==> config.mk <==
export PLATFORM = sky130hd
export DESIGN_NAME = imme_gen_pipe
export DESIGN_NICKNAME = d
export VERILOG_FILES = /design/src/rtl/imme_gen_pipe.sv
export SDC_FILE = /design/constraint.sdc
export NUM_CORES = 1
export LEC_CHECK = 0
export CAP_MARGIN = 20
export CELL_PAD_IN_SITES_DETAIL_PLACEMENT = 1
export CELL_PAD_IN_SITES_GLOBAL_PLACEMENT = 2
export CORE_MARGIN = 8
export CORE_UTILIZATION = 24
export DETAILED_ROUTE_END_ITERATION = 8
export PLACE_DENSITY = 0.88
export SETUP_SLACK_MARGIN = 0.4
export SLEW_MARGIN = 40
export SYNTH_ARGS = -nofsm -noshare
export SYNTH_HDL_FRONTEND = slang
export SYNTH_SLANG_ARGS = --single-unit
==> constraint.sdc <==
create_clock -name clk -period 2.1 [get_ports clk]
set_clock_uncertainty 0.15 [all_clocks]
set_input_delay 0.315 -clock clk [delete_from_list [all_inputs] [get_ports clk]]
set_output_delay 0.315 -clock clk [all_outputs]
set_load 0.01 [all_outputs]
==> src/rtl/imme_gen_pipe.sv <==
// imme_gen_pipe: ID-stage immediate generator with a LAT-deep register pipeline.
// Forms a WIDTH_I-bit operand from the instruction word in one of six modes and
// carries it to EX with valid/stall/flush control. Reserved modes produce 0 and
// raise mode_err alongside the data.
module imme_gen_pipe #(
    parameter int WIDTH_I = 32,
    parameter int LAT     = 1
) (
    input  logic               clk,
    input  logic               rst,
    input  logic               in_valid,
    input  logic               stall,
    input  logic               flush,
    input  logic [31:0]        instr,
    input  logic [WIDTH_I-1:0] pc_plus4,
    input  logic [2:0]         imme_mode,
    output logic               out_valid,
    output logic [WIDTH_I-1:0] imme_out,
    output logic               mode_err
);

    localparam logic [2:0] MODE_SEXT  = 3'd0;
    localparam logic [2:0] MODE_ZEXT  = 3'd1;
    localparam logic [2:0] MODE_LUI   = 3'd2;
    localparam logic [2:0] MODE_BR    = 3'd3;
    localparam logic [2:0] MODE_JMP   = 3'd4;
    localparam logic [2:0] MODE_SHAMT = 3'd5;

    // Reject unsupported pipeline depths and datapath widths at elaboration.
    generate
        if ((LAT != 1) && (LAT != 2)) begin : g_bad_lat
            $error("imme_gen_pipe: LAT must be 1 or 2");
        end
        if (WIDTH_I < 32) begin : g_bad_width
            $error("imme_gen_pipe: WIDTH_I must be at least 32");
        end
    endgenerate

    logic [15:0]        i16_s;
    logic [WIDTH_I-1:0] sext_s;
    logic [WIDTH_I-1:0] form_data_s;
    logic               form_err_s;
    logic               unused_s;

    assign i16_s  = instr[15:0];
    assign sext_s = {{(WIDTH_I-16){i16_s[15]}}, i16_s};
    // Only the top of pc_plus4 and the low 26 instruction bits feed any mode.
    assign unused_s = ^{instr[31:26], pc_plus4[27:0]};

    // Combinational immediate formation; LUI and BR reuse the sign-extended value
    // so the upper sign fill for WIDTH_I > 32 comes for free.
    always_comb begin
        form_data_s = '0;
        form_err_s  = 1'b0;
        case (imme_mode)
            MODE_SEXT:  form_data_s = sext_s;
            MODE_ZEXT:  form_data_s = {{(WIDTH_I-16){1'b0}}, i16_s};
            MODE_LUI:   form_data_s = sext_s << 5'd16;
            MODE_BR:    form_data_s = sext_s << 2'd2;
            MODE_JMP:   form_data_s = {pc_plus4[WIDTH_I-1:28], instr[25:0], 2'b00};
            MODE_SHAMT: form_data_s = {{(WIDTH_I-5){1'b0}}, instr[10:6]};
            default: begin
                form_data_s = '0;
                form_err_s  = 1'b1;
            end
        endcase
    end

    logic [LAT-1:0]     valid_r;
    logic [LAT-1:0]     err_r;
    logic [WIDTH_I-1:0] data_r [LAT];

    // Pipeline stages: reset clears everything, flush drops valids only (data
    // holds), stall freezes all stages, otherwise every stage shifts by one.
    always_ff @(posedge clk or posedge rst) begin
        if (rst) begin
            valid_r <= '0;
            err_r   <= '0;
            for (int k = 0; k < LAT; k++) begin
                data_r[k] <= '0;
            end
        end else if (flush) begin
            valid_r <= '0;
        end else if (stall) begin
            valid_r <= valid_r;
            err_r   <= err_r;
            data_r  <= data_r;
        end else begin
            valid_r[0] <= in_valid;
            data_r[0]  <= form_data_s;
            err_r[0]   <= form_err_s;
            for (int k = 1; k < LAT; k++) begin
                valid_r[k] <= valid_r[k-1];
                data_r[k]  <= data_r[k-1];
                err_r[k]   <= err_r[k-1];
            end
        end
    end

    assign out_valid = valid_r[LAT-1];
    assign imme_out  = data_r[LAT-1];
    assign mode_err  = err_r[LAT-1];

endmodule

Word level (Yosys, flattened, before mapping)

Index checks and enable logic that the tools add are counted.

Equal/unequal tests: 6
Multiplexer cells: 4
Bitwise gates (word level): 2
Reductions and logical operators: 3

Operators by type and width:

| kind                 | number |
|---|---|
| $pmux W32 S6         | 1 |
| $eq A3 B2 Y1 const B | 2 |
| $eq A3 B3 Y1 const B | 2 |
| $reduce_or A6 Y1     | 1 |
| $eq A3 B1 Y1 const B | 1 |
| $logic_not A3 Y1     | 1 |
| $mux W1              | 3 |
| $ne A2 B1 Y1 const B | 1 |
| $not A1 Y1           | 2 |
| $reduce_and A2 Y1    | 1 |

Bits in registers: 34
Word-level logic and storage cells: 18

Depth between registers and ports, before layout

Depth in word-level cells: 3
Mapped depth: 6

Least setup slack after synthesis

No wires, ideal clock.

Kind: input-to-reg
Start: input imme_mode[0]
End: register data_r (netlist bit imme_out[18])
Library setup time: 129 ps
Arrival: 1,298 ps
Slack: 524 ps
Cell stages on the path: 6
Buffers on the path: 3
Cells stage by stage: buf_4 > nor2_1 > and3_1 > clkbuf_1 > buf_2 > a2111o_1

Longest elaborated chain between the ends: 2
Elaborated cells on any way between the ends: 7

Ends and longest elaborated chain:

| item                                 | RTL line | text |
|---|---|---|
| from (decl)                          | 16       | `input logic [2:0] imme_mode,` |
| $eq A3 B3 Y1 (tied with other cells) | 55       | `case (imme_mode)` |
| $pmux W32 S6 (*)                     | 55       |  |
| to (signal assigned)                 | 87       | `data_r <= data_r;` |
| to (signal, indexed assignment)      | 94       | `data_r[k] <= data_r[k-1];` |
| to (decl)                            | 71       | `logic [WIDTH_I-1:0] data_r [LAT];` |

Mark *: on every way between the ends. The rest lies on a longest branch, timed or not.
A chain may end at the register's enable or synchronous reset.

Final worst setup path

Start: register data_r (netlist bit imme_out[22])
End: output imme_out[22]

RTL lines:

| item      | RTL line | text |
|---|---|---|
| to (decl) | 18       | `output logic [WIDTH_I-1:0] imme_out,` |

No word-level cell between the ends.

==> summary.md <==
| Metric | Value |
|---|---|
| Status | finished clean |
| Grt ovf | 0 |
| Top-count cell post-synth | dfrtp_1 |
| Reg2reg setup slack | 0.79 ns |
| Vias in the first global route | 2230 |
| Avg Cell Area, Syn | 9.717 sq um |
| Leak Pwr | 1.488 nW |
| Clk network pwr share | 0.261 |
| Seq/Total Area, Yosys | 0.4271 |
| Unrepaired setup endpoints after global routing | false |
| NetSw | 0.0005290 W |
| WL/cell | 18.72 um |
| Actual slew at the worst max-slew pin | 0.4633 ns |
| Area grow syn2layout | 50.88% |
| Relative slew slack | 0.6911 |
| Worst Setup Start Kind | register |
| Tmin final | 1.661 ns |
| R2R depth | 2 |
| Crit-path cells | clkdlybuf4s50_1 |
| Core Region | 0.008134 sq mm |
| Comb power frac | 0.300 |
| Reg power frac | 0.439 |
| Root Buffer | clkbuf_8 |
| FMAX | 0.6022 GHz |
| Top post-synthesis cells by area | dfrtp_1 (43%), a2111o_1 (7.3%), a311oi_1 (5.3%), and3_1 (5.0%), o2bb2ai_1 (4.8%) |
| Via/cell ratio | 5.010 |
| Yosys warns | 0 |
| CP max-delay cell | clkdlybuf4s50_1 |
| Footprint of the multi-input gates | 0.001022 sq mm |
| Top FF cell, synth | dfrtp_1 |
| Yosys top cell area share | 0.4271 |
| Dominant cell type by area after synthesis | dfrtp_1 |
| Library cells used by synthesis | 33 |
| Antenna-violating nets left | 0 |
| Pre-Repair DR Iteration Count | 4 |
| CTS tree | yes |
| Layout fillers | 923 |
| Via Count | 1934 |
| Final setup fails | 0 |
| Internal | 0.001267 W |
| First-pass GRT wire length | 11.94 mm |
| DIE HEIGHT | 107.1 um |
| Hold path depth | 2 |
| Post-CTS Setup Repair Bufs | 0 |
| Largest net degree at the start of global routing | 35 |
| Worst skew pair latency | 0.28 ns |
| Tcrit/Tclk final | 0.7907 |
| CP max stage delay | 0.55 ns |
| WP data required | 1.63 ns |
| Clock sink count | 34 |
| Crit path depth | 1 |
| Initial core utilization | 0.2449 |
| CP delay by family, top | buffers and inverters |
| Final Non-Filler Cells | 386 |
| PortBufs | 71 |
| Routability cong. | 0.7553 |
| Hold buffer count at CTS | 0 |
| PwrDens | 597.7 mW/mm^2 |
| Layout cells sized above 1 | 0.1068 |
| Register area | 850.8 sq um |
| Peak VDD IR | 0.0002553 V |
| DP Wirelength | 5.522 mm |
| CP Capture Type | output pin |
| DRT iter0 DRCs | 58 |
| Cells after Synth | 205 |
| IO Count | 106 |
| # rows | 33 |
| Asr flop ratio synth | 1.000 |
| Flops & latches, synth | 34 |
| DIE AREA | 0.01147 sq mm |
| DRC errors left | 0 |
| Diodes inserted | 0 |
| Reg clk slew, reported paths | 0.07 ns |
| Post-synth top cells | dfrtp_1 (34), and3_1 (16), nor2b_1 (15) |
| CP Data Arrival Time | 1.20 ns |
| Min-delay worst type | primary input to register |
| Final count of pins violating max slew | 0 |
| Placed Instances | 379 |
| MaxCap Viol Count | 0 |
| Final Util | 0.3695 |
| Kind of critical path | register to output pin |
| DRT Wirelength | 7.225 mm |
| Nets@finish | 353 |
| Post-synth EDFFs | 0 |
| Max clock buf depth | 2 |
| Initial antenna violation count | 0 |
| Sw Ratio | 0.2945 |
| CTS HTree Levels | 2 |
| Synth Cell Area | 0.001992 sq mm |
| Total track usage | 0.1291 |
| Syn_nets | 277 |
| Final Hold Viols | 0 |
| CP Max Fanout | 2 |
| Total CTS buffers | 5 |
| Die width | 107.1 um |
| Buf/Inv on CP | 1 |
==> path summary, 6_finish.rpt <==
path                                               start                       end
min in group asynchronous                            rst   imme_out[0]$_DFFE_PP0P_
worst min register to register      mode_err$_DFFE_PP0P_      mode_err$_DFFE_PP0P_
max in group asynchronous                            rst  imme_out[12]$_DFFE_PP0P_
worst min-delay path                               flush     out_valid$_DFFE_PP0P_
worst max register to register  imme_out[16]$_DFFE_PP0P_  imme_out[16]$_DFFE_PP0P_
worst max-delay path            imme_out[22]$_DFFE_PP0P_              imme_out[22]
==> timing repair <==
| action | in CTS | in global routing |
|---|---|---|
| setup endpoints to repair | 30 | 14 |
| resized for setup | 6 | 14 |
| pin swaps | 0 | 0 |
==> cells by family after synthesis <==
| group | synth area share |
|---|---|
| AOI/OAI and AO/OA | 0.2839 |
| muxes | 0.02575 |
| DFF | 0.4271 |
| and+or+nand+nor | 0.2035 |
| buffers and inverters | 0.05967 |
==> routing by layer <==
metal,GRT usage,up-vias,wire length [um]
met2,0.2158,41,3577
met5,0,-,0
met4,0.04121,0,88
met3,0.03179,7,316
li1,-,929,-
met1,0.1587,957,3243
==> worst reg2reg max path, cell delays in order (launching register included) <==
cell     delay (ns)
dfrtp_1        0.38
and2_0         0.13
or4_1          0.52
==> power groups by stage <==
| stage | Clock (W) | Combinational [W] | Sequential, W |
|---|---|---|---|
| 2_1_floorplan | 0 | 0.000179 | 0.000835 |
| 6_report | 0.000469 | 0.000538 | 0.000789 |
| 3_5_place_dp | 0 | 0.000561 | 0.000804 |
| 4_1_cts | 0.000481 | 0.000558 | 0.000793 |
| 3_3_place_gp | 0 | 0.000551 | 0.000797 |
| 5_1_grt | 0.000511 | 0.000586 | 0.000801 |
==> cells in the final DEF, fill, tap and decap left out, types with 3 or more instances in the layout <==
cell type | synthesis | layout
clkdlybuf4s50_1 | 0 | 51
a2111o_1 | 13 | 13
dlymetal6s2s_1 | 0 | 14
a21oi_1 | 12 | 12
o2bb2ai_1 | 11 | 11
and3_1 | 16 | 16
a221o_1 | 3 | 3
nor2_1 | 9 | 9
dlygate4sd2_1 | 0 | 6
buf_4 | 2 | 19
dfrtp_1 | 34 | 34
nor2b_1 | 15 | 15
clkbuf_8 | 0 | 5
o21ai_0 | 14 | 14
nand2b_1 | 14 | 14
nand2_1 | 7 | 7
mux2i_1 | 4 | 4
a311oi_1 | 12 | 12
==> state kept, by name (all words and copies together), names as in the netlist <==
signal and cells:
imme_out 32, mode_err 1, out_valid 1
==> area by class of cell <==
class,instances,area share
inverters,1,0.001249
well taps,105,0.04371
repair buffers,92,0.3064
multi-input cells,147,0.3401
clock buffers,7,0.02540
flip-flops and latches,34,0.2831
==> through the flow <==
step                      setup TNS (ns)  total power, W  hold WS [ns]  area (sq um)  setup slack, ns
after floorplan                        0        0.001014        0.2314          1992           0.5236
after global placement                 0        0.001348        0.3157          2902          0.03463
after detailed placement        -0.01784        0.001365        0.3329          2902         -0.01784
after CTS                              0        0.001833        0.2836          2970           0.4076
after global routing                   0        0.001898        0.3043          3005           0.4003
final                                  0        0.001796        0.2798          3005           0.4395
Power figures use the tool's default switching activity.
